[src/rtl/sram_bf_pkg.sv]
// Shared types and constants for the Bloom-filter SRAM read-modify-write client.
package sram_bf_pkg;

  localparam int DEF_ADDR_WIDTH = 19;
  localparam int DEF_DATA_WIDTH = 72;
  localparam int DEF_RD_TIMEOUT = 15;
  localparam int DEF_CNT_WIDTH  = 32;

  localparam logic OP_QUERY  = 1'b0;
  localparam logic OP_INSERT = 1'b1;

  typedef enum logic [2:0] {
    S_IDLE    = 3'd0,
    S_RD_REQ  = 3'd1,
    S_RD_ACK  = 3'd2,
    S_RD_WAIT = 3'd3,
    S_WR_REQ  = 3'd4,
    S_WR_ACK  = 3'd5,
    S_DONE    = 3'd6
  } bf_state_t;

endpackage

[src/rtl/sram_req_pulser.sv]
// Single-cycle request pulse generator with ack check one cycle later and unlimited retry.
// The arbiter latches req on sight, so req must never be high during its ack cycle.
module sram_req_pulser
  import sram_bf_pkg::*;
#(
  parameter int ADDR_WIDTH = DEF_ADDR_WIDTH
) (
  input  logic                  clk,
  input  logic                  reset,
  input  logic                  i_start,
  input  logic [ADDR_WIDTH-1:0] i_addr,
  input  logic                  i_ack,
  output logic                  o_req,
  output logic [ADDR_WIDTH-1:0] o_addr,
  output logic                  o_acked
);

  logic                  r_req;
  logic                  r_chk;
  logic [ADDR_WIDTH-1:0] r_addr;

  always_ff @(posedge clk) begin
    if (reset) begin
      r_req  <= 1'b0;
      r_chk  <= 1'b0;
      r_addr <= '0;
    end else begin
      // a missed ack re-fires the pulse on the very next cycle
      r_req <= i_start | (r_chk & ~i_ack);
      r_chk <= r_req;
      if (i_start) begin
        r_addr <= i_addr;
      end
    end
  end

  assign o_req   = r_req;
  assign o_addr  = r_addr;
  assign o_acked = r_chk & i_ack;

endmodule

[src/rtl/sram_bf_rmw.sv]
// Bloom-filter read-modify-write client in front of the SRAM arbiter requester port.
//   state   | meaning
//   IDLE    | cmd_ready high, waiting for a command
//   RD_REQ  | rd_req pulse on the bus
//   RD_ACK  | sample rd_ack, retry on miss
//   RD_WAIT | wait for rd_vld, bounded by RD_TIMEOUT
//   WR_REQ  | wr_req pulse with merged word
//   WR_ACK  | sample wr_ack, retry on miss
//   DONE    | one-cycle result pulse
module sram_bf_rmw
  import sram_bf_pkg::*;
#(
  parameter int SRAM_ADDR_WIDTH = DEF_ADDR_WIDTH,
  parameter int SRAM_DATA_WIDTH = DEF_DATA_WIDTH,
  parameter int RD_TIMEOUT      = DEF_RD_TIMEOUT,
  parameter int CNT_WIDTH       = DEF_CNT_WIDTH
) (
  input  logic                       clk,
  input  logic                       reset,
  input  logic                       cmd_valid,
  output logic                       cmd_ready,
  input  logic                       cmd_insert,
  input  logic [SRAM_ADDR_WIDTH-1:0] cmd_addr,
  input  logic [SRAM_DATA_WIDTH-1:0] cmd_mask,
  output logic                       res_valid,
  output logic                       res_hit,
  output logic                       res_err,
  output logic                       wr_req,
  output logic [SRAM_ADDR_WIDTH-1:0] wr_addr,
  output logic [SRAM_DATA_WIDTH-1:0] wr_data,
  input  logic                       wr_ack,
  output logic                       rd_req,
  output logic [SRAM_ADDR_WIDTH-1:0] rd_addr,
  input  logic                       rd_ack,
  input  logic                       rd_vld,
  input  logic [SRAM_DATA_WIDTH-1:0] rd_data,
  output logic [CNT_WIDTH-1:0]       cnt_insert,
  output logic [CNT_WIDTH-1:0]       cnt_query,
  output logic [CNT_WIDTH-1:0]       cnt_hit
);

  localparam int TMO_WIDTH = (RD_TIMEOUT > 1) ? $clog2(RD_TIMEOUT) : 1;

  bf_state_t                  r_state;
  logic                       r_cmd_ready;
  logic                       r_res_valid;
  logic                       r_res_hit;
  logic                       r_res_err;
  logic                       r_op;
  logic [SRAM_ADDR_WIDTH-1:0] r_addr;
  logic [SRAM_DATA_WIDTH-1:0] r_mask;
  logic [SRAM_DATA_WIDTH-1:0] r_wr_data;
  logic [TMO_WIDTH-1:0]       r_tmo;
  logic [CNT_WIDTH-1:0]       r_cnt_insert;
  logic [CNT_WIDTH-1:0]       r_cnt_query;
  logic [CNT_WIDTH-1:0]       r_cnt_hit;

  logic w_hit;
  logic w_rd_start;
  logic w_wr_start;
  logic w_rd_acked;
  logic w_wr_acked;

  assign w_hit      = ((rd_data & r_mask) == r_mask);
  assign w_rd_start = (r_state == S_IDLE) & cmd_valid;
  assign w_wr_start = (r_state == S_RD_WAIT) & rd_vld & (r_op == OP_INSERT) & ~w_hit;

  sram_req_pulser #(.ADDR_WIDTH(SRAM_ADDR_WIDTH)) u_rd_pulser (
    .clk     (clk),
    .reset   (reset),
    .i_start (w_rd_start),
    .i_addr  (cmd_addr),
    .i_ack   (rd_ack),
    .o_req   (rd_req),
    .o_addr  (rd_addr),
    .o_acked (w_rd_acked)
  );

  sram_req_pulser #(.ADDR_WIDTH(SRAM_ADDR_WIDTH)) u_wr_pulser (
    .clk     (clk),
    .reset   (reset),
    .i_start (w_wr_start),
    .i_addr  (r_addr),
    .i_ack   (wr_ack),
    .o_req   (wr_req),
    .o_addr  (wr_addr),
    .o_acked (w_wr_acked)
  );

  always_ff @(posedge clk) begin
    if (reset) begin
      r_state      <= S_IDLE;
      r_cmd_ready  <= 1'b1;
      r_res_valid  <= 1'b0;
      r_res_hit    <= 1'b0;
      r_res_err    <= 1'b0;
      r_op         <= OP_QUERY;
      r_addr       <= '0;
      r_mask       <= '0;
      r_wr_data    <= '0;
      r_tmo        <= '0;
      r_cnt_insert <= '0;
      r_cnt_query  <= '0;
      r_cnt_hit    <= '0;
    end else begin
      case (r_state)
        S_IDLE: begin
          if (cmd_valid) begin
            r_op        <= cmd_insert;
            r_addr      <= cmd_addr;
            r_mask      <= cmd_mask;
            r_cmd_ready <= 1'b0;
            if (cmd_insert == OP_INSERT) r_cnt_insert <= r_cnt_insert + 1'b1;
            else                         r_cnt_query  <= r_cnt_query + 1'b1;
            r_state <= S_RD_REQ;
          end
        end
        S_RD_REQ: r_state <= S_RD_ACK;
        S_RD_ACK: begin
          if (w_rd_acked) begin
            r_tmo   <= TMO_WIDTH'(RD_TIMEOUT - 1);
            r_state <= S_RD_WAIT;
          end else begin
            r_state <= S_RD_REQ;
          end
        end
        S_RD_WAIT: begin
          // data arriving on the terminal-count cycle still counts as in time
          if (rd_vld) begin
            if ((r_op == OP_QUERY) || w_hit) begin
              r_res_valid <= 1'b1;
              r_res_hit   <= w_hit;
              r_res_err   <= 1'b0;
              r_state     <= S_DONE;
            end else begin
              r_wr_data <= rd_data | r_mask;
              r_state   <= S_WR_REQ;
            end
          end else if (r_tmo == '0) begin
            r_res_valid <= 1'b1;
            r_res_hit   <= 1'b0;
            r_res_err   <= 1'b1;
            r_state     <= S_DONE;
          end else begin
            r_tmo <= r_tmo - 1'b1;
          end
        end
        S_WR_REQ: r_state <= S_WR_ACK;
        S_WR_ACK: begin
          if (w_wr_acked) begin
            r_res_valid <= 1'b1;
            r_res_hit   <= 1'b0;
            r_res_err   <= 1'b0;
            r_state     <= S_DONE;
          end else begin
            r_state <= S_WR_REQ;
          end
        end
        S_DONE: begin
          if (r_res_hit & ~r_res_err) r_cnt_hit <= r_cnt_hit + 1'b1;
          r_res_valid <= 1'b0;
          r_res_hit   <= 1'b0;
          r_res_err   <= 1'b0;
          r_cmd_ready <= 1'b1;
          r_state     <= S_IDLE;
        end
        default: begin
          r_cmd_ready <= 1'b1;
          r_state     <= S_IDLE;
        end
      endcase
    end
  end

  assign cmd_ready  = r_cmd_ready;
  assign res_valid  = r_res_valid;
  assign res_hit    = r_res_hit;
  assign res_err    = r_res_err;
  assign wr_data    = r_wr_data;
  assign cnt_insert = r_cnt_insert;
  assign cnt_query  = r_cnt_query;
  assign cnt_hit    = r_cnt_hit;

endmodule

[config.mk]
export PLATFORM = sky130hd
export DESIGN_NAME = sram_bf_rmw
export DESIGN_NICKNAME = d
export VERILOG_FILES = /design/src/rtl/sram_bf_pkg.sv /design/src/rtl/sram_req_pulser.sv /design/src/rtl/sram_bf_rmw.sv
export SDC_FILE = /design/constraint.sdc
export NUM_CORES = 1
export LEC_CHECK = 0
export ABC_CLOCK_PERIOD_IN_PS = 3070
export CAP_MARGIN = 40
export CORE_ASPECT_RATIO = 2
export CORE_MARGIN = 2
export CORE_UTILIZATION = 45
export CTS_CLUSTER_SIZE = 30
export DETAILED_ROUTE_END_ITERATION = 8
export PLACE_DENSITY = 0.88
export REMOVE_ABC_BUFFERS = 1
export SETUP_SLACK_MARGIN = 0.15
export SLEW_MARGIN = 20
export SYNTH_ARGS = -nofsm -noshare
export SYNTH_HDL_FRONTEND = slang
export SYNTH_HIERARCHICAL = 1
export SYNTH_SLANG_ARGS = --single-unit
export TNS_END_PERCENT = 50
[constraint.sdc]
create_clock -name clk -period 3.07 [get_ports clk]
set_input_delay 0.614 -clock clk [delete_from_list [all_inputs] [get_ports clk]]
set_output_delay 0.614 -clock clk [all_outputs]
set_load 0.03 [all_outputs]
==> run metrics <==
PwrDens=489 mW/mm²; FFs w/ async S/R, synth=0; Setup crit end kind=flop; Worst-path clk slew=0.06 ns; slew margin rel.=0.427; register bit total from synthesis=~310; Ys Warns=6; slowest cell delay on critical path=approximately 0.59 ns; vias per cell=5.55; gr usage total=0.258; initial antenna violation count=7; worst-skew pair later-pin latency=0.56 ns; CTS Sinks=roughly 310; largest net degree at the start of global routing=128; status=complete, no violations; GPL Wtd Cong=about 0.93; CP required=3.53 ns; H-tree Lvls=1; DRT Pass-1 Iters=5; Reg power frac=0.474; RSZ-0062 raised after global routing=no; number of placed I/O pins=382; final cell count without fillers=2269; GRT overflow=0; Max clock buf depth=3; fraction of layout cells with a size suffix above 1=0.0557; IO buf count=381; Root Driver=clkbuf_16; Arr. time, crit path=3.24 ns; Initial Util=0.454; Power Total=8.96 mW; Leak=6.44 nW; Least-Margin Pin Slew=0.838 ns; crit path max fanout=38; Syn Std Cell Area=0.0130 mm²; routed length per instance=18.4 µm; row count=88; CP max stage cell=a2111oi_0; DP HPWL=28.8 mm; die area=a little over 0.03 mm²; # placed instances=around 2200; Gate power share=0.108; Final Max Tran Viols=0; 1st-iter DRT viols=790; design area=0.0183 mm²; Clk pwr share=0.418; final WL=about 42 mm; Vias=12583; Switching Power=between 2 and 2.5 mW; Setup CP Type=primary input to flop; Synth Instances=1525; # hold bufs at CTS=0; clock skew=approximately 0.012 ns; number of nets in the layout=slightly above 2000; maximum capacitance violations=0; FMAX=0.359 GHz; post-synthesis sequential area ratio=0.482; post-place instance area=0.0173 mm²; Chip Width=about 120 µm; worst path buffer plus inverter count=5; Final Cycle Share=0.907; HP Class=flop to flop; switching share of total power=0.246; synthesis-to-finish area growth=40.9%; Worst VDD drop=0.599 mV; die extent in y=244 µm; core area=0.0286 mm²; Worst setup SP type=primary input; CTS tree=yes; DRC=0; number of global-route vias before repair=about 12000; Syn Area/Cell=~8.5 µm²; Fin. Hold Viols=0; Yosys cell types=43; Synth Flop Type=dfxtp_1; CP top delay family=buffers and inverters; CP Cell Sequence=clkdlybuf4s50_1 -> inv_1 -> a2111oi_0 -> buf_4 -> nand4_1 -> nor3_2 -> buf_4 -> buf_12 -> a2111oi_0 -> a211oi_1; post-route minimum period=approximately 2.8 ns; number of synthesized flops with an enable pin=0; Setup Viol. Count Final=0; Int Pwr=6.75 mW; first-pass GRT wire length=64.6 mm; antenna viol nets, final=0; total CTS buffers=29
-- cells by family (layout without fill, tap and decap cells) --
group                      count (synthesis)  in the layout  synth area share
adders and majority gates                  4              4           0.00385
muxes                                     39             39            0.0300
and+or+nand+nor                          554            554             0.198
AOI/OAI and AO/OA                        303            303             0.158
buffers and inverters                    224            603            0.0696
other                                      0              5                 0
xor gates and xnor gates                  88             88            0.0592
DFF                                      313            313             0.482
-- per-stage QoR --
stage	worst slack (ns)	hold slack [ns]	util	setup TNS, ns
2_1_floorplan	-3.76	0.430	-	-306.27
3_3_place_gp	-0.0879	0.442	0.605	-3.58
3_5_place_dp	-0.232	0.446	0.605	-12.98
4_1_cts	0.271	0.457	0.639	0
5_1_grt	0.204	0.471	0.640	0
6_report	0.284	0.455	0.640	0
-- worst min-delay path: stages (launching register included) --
cell and delay (ns):
dfxtp_1 0.31, inv_1 0.05, a211oi_1 0.05
-- worst paths after layout --
kind                 end   startpoint  slack [ns]  cells after the start
max          wr_data[71]  rd_data[12]        0.28                     10
min          wr_data[29]  wr_data[29]        0.46                      2
max reg2reg  wr_data[71]   r_mask[57]        0.39                      9
min reg2reg  wr_data[29]  wr_data[29]        0.46                      2
-- synthesized netlist by cell type, drive strengths merged (3+ instances only) --
library cell / number / share of area
nor3: 9 / 0.0038
nand3b: 3 / 0.0017
a2111oi: 85 / 0.057
xor2: 65 / 0.044
xnor2: 23 / 0.015
and4: 8 / 0.0054
and2: 7 / 0.0034
inv: 125 / 0.036
nand4: 29 / 0.016
mux2i: 39 / 0.030
nor2: 148 / 0.043
nand3: 41 / 0.016
o21ai: 13 / 0.0050
a211oi: 73 / 0.042
dfxtp: 313 / 0.48
or3: 9 / 0.0043
nor2b: 42 / 0.020
a21oi: 114 / 0.044
o22ai: 12 / 0.0058
nor4: 11 / 0.0088
and3: 15 / 0.0072
ha: 4 / 0.0038
nand2: 226 / 0.065
clkbuf: 73 / 0.021
buf: 26 / 0.013
-- per-layer routing --
| layer | up-vias | global-route usage | share of wire |
|---|---|---|---|
| met5 | - | 0 | 0.00031 |
| met4 | 2 | 0.118 | 0.045 |
| met2 | 622 | 0.429 | 0.47 |
| met3 | 112 | 0.0783 | 0.10 |
| li1 | 5936 | - | - |
| met1 | 5911 | 0.305 | 0.38 |
-- registers in the layout, summed over array words and instances (netlist names), 3 cells and up --
name / cells
cnt_hit: 32
cnt_insert: 32
cnt_query: 32
r_addr: 19
r_mask: 72
r_state: 3
r_tmo: 4
u_rd_pulser/o_addr: 19
u_wr_pulser/o_addr: 19
wr_data: 72
-- cell usage in the layout, fill, tap and decap left out, drive strengths merged, types with 8 or more instances in the layout --
| cell type | n |
|---|---|
| clkdlybuf4s50 | 380 |
| dfxtp | 313 |
| nand2 | 226 |
| nor2 | 148 |
| inv | 125 |
| a21oi | 114 |
| a2111oi | 85 |
| a211oi | 73 |
| xor2 | 65 |
| buf | 45 |
| nor2b | 42 |
| nand3 | 41 |
| clkbuf | 40 |
| mux2i | 39 |
| nand4 | 29 |
| xnor2 | 23 |
| and3 | 15 |
| o21ai | 13 |
| o22ai | 12 |
| nor4 | 11 |
| or3 | 9 |
| nor3 | 9 |
| and4 | 8 |
-- power by group through the flow --
stage                     Sequential, mW  Combinational, mW  Clock (mW)
after floorplan                     4.37              0.314           0
after global placement              4.33              0.942           0
after detailed placement            4.34              0.955           0
after CTS                           4.25              0.963        3.81
after global routing                4.26               1.03        3.94
final                               4.25              0.967        3.74
-- area by class of cell --
| class | instances | area [µm²] |
|---|---|---|
| clock buffer | 39 | 833 |
| multi-input combinational | 988 | 5850 |
| timing repair buffer | 427 | 4300 |
| antenna | 5 | 12.5 |
| tap | 360 | 450 |
| sequential | 313 | 6270 |
| fill | 2293 | 10300 |
| clock inverter | 12 | 145 |
| inverter | 125 | 472 |
-- what timing repair did --
item,CTS,global route
buffers inserted,0,0
resized for setup,0,1
endpoints found under the setup margin,0,9
Note: power is estimated with default switching activity, not from simulation.
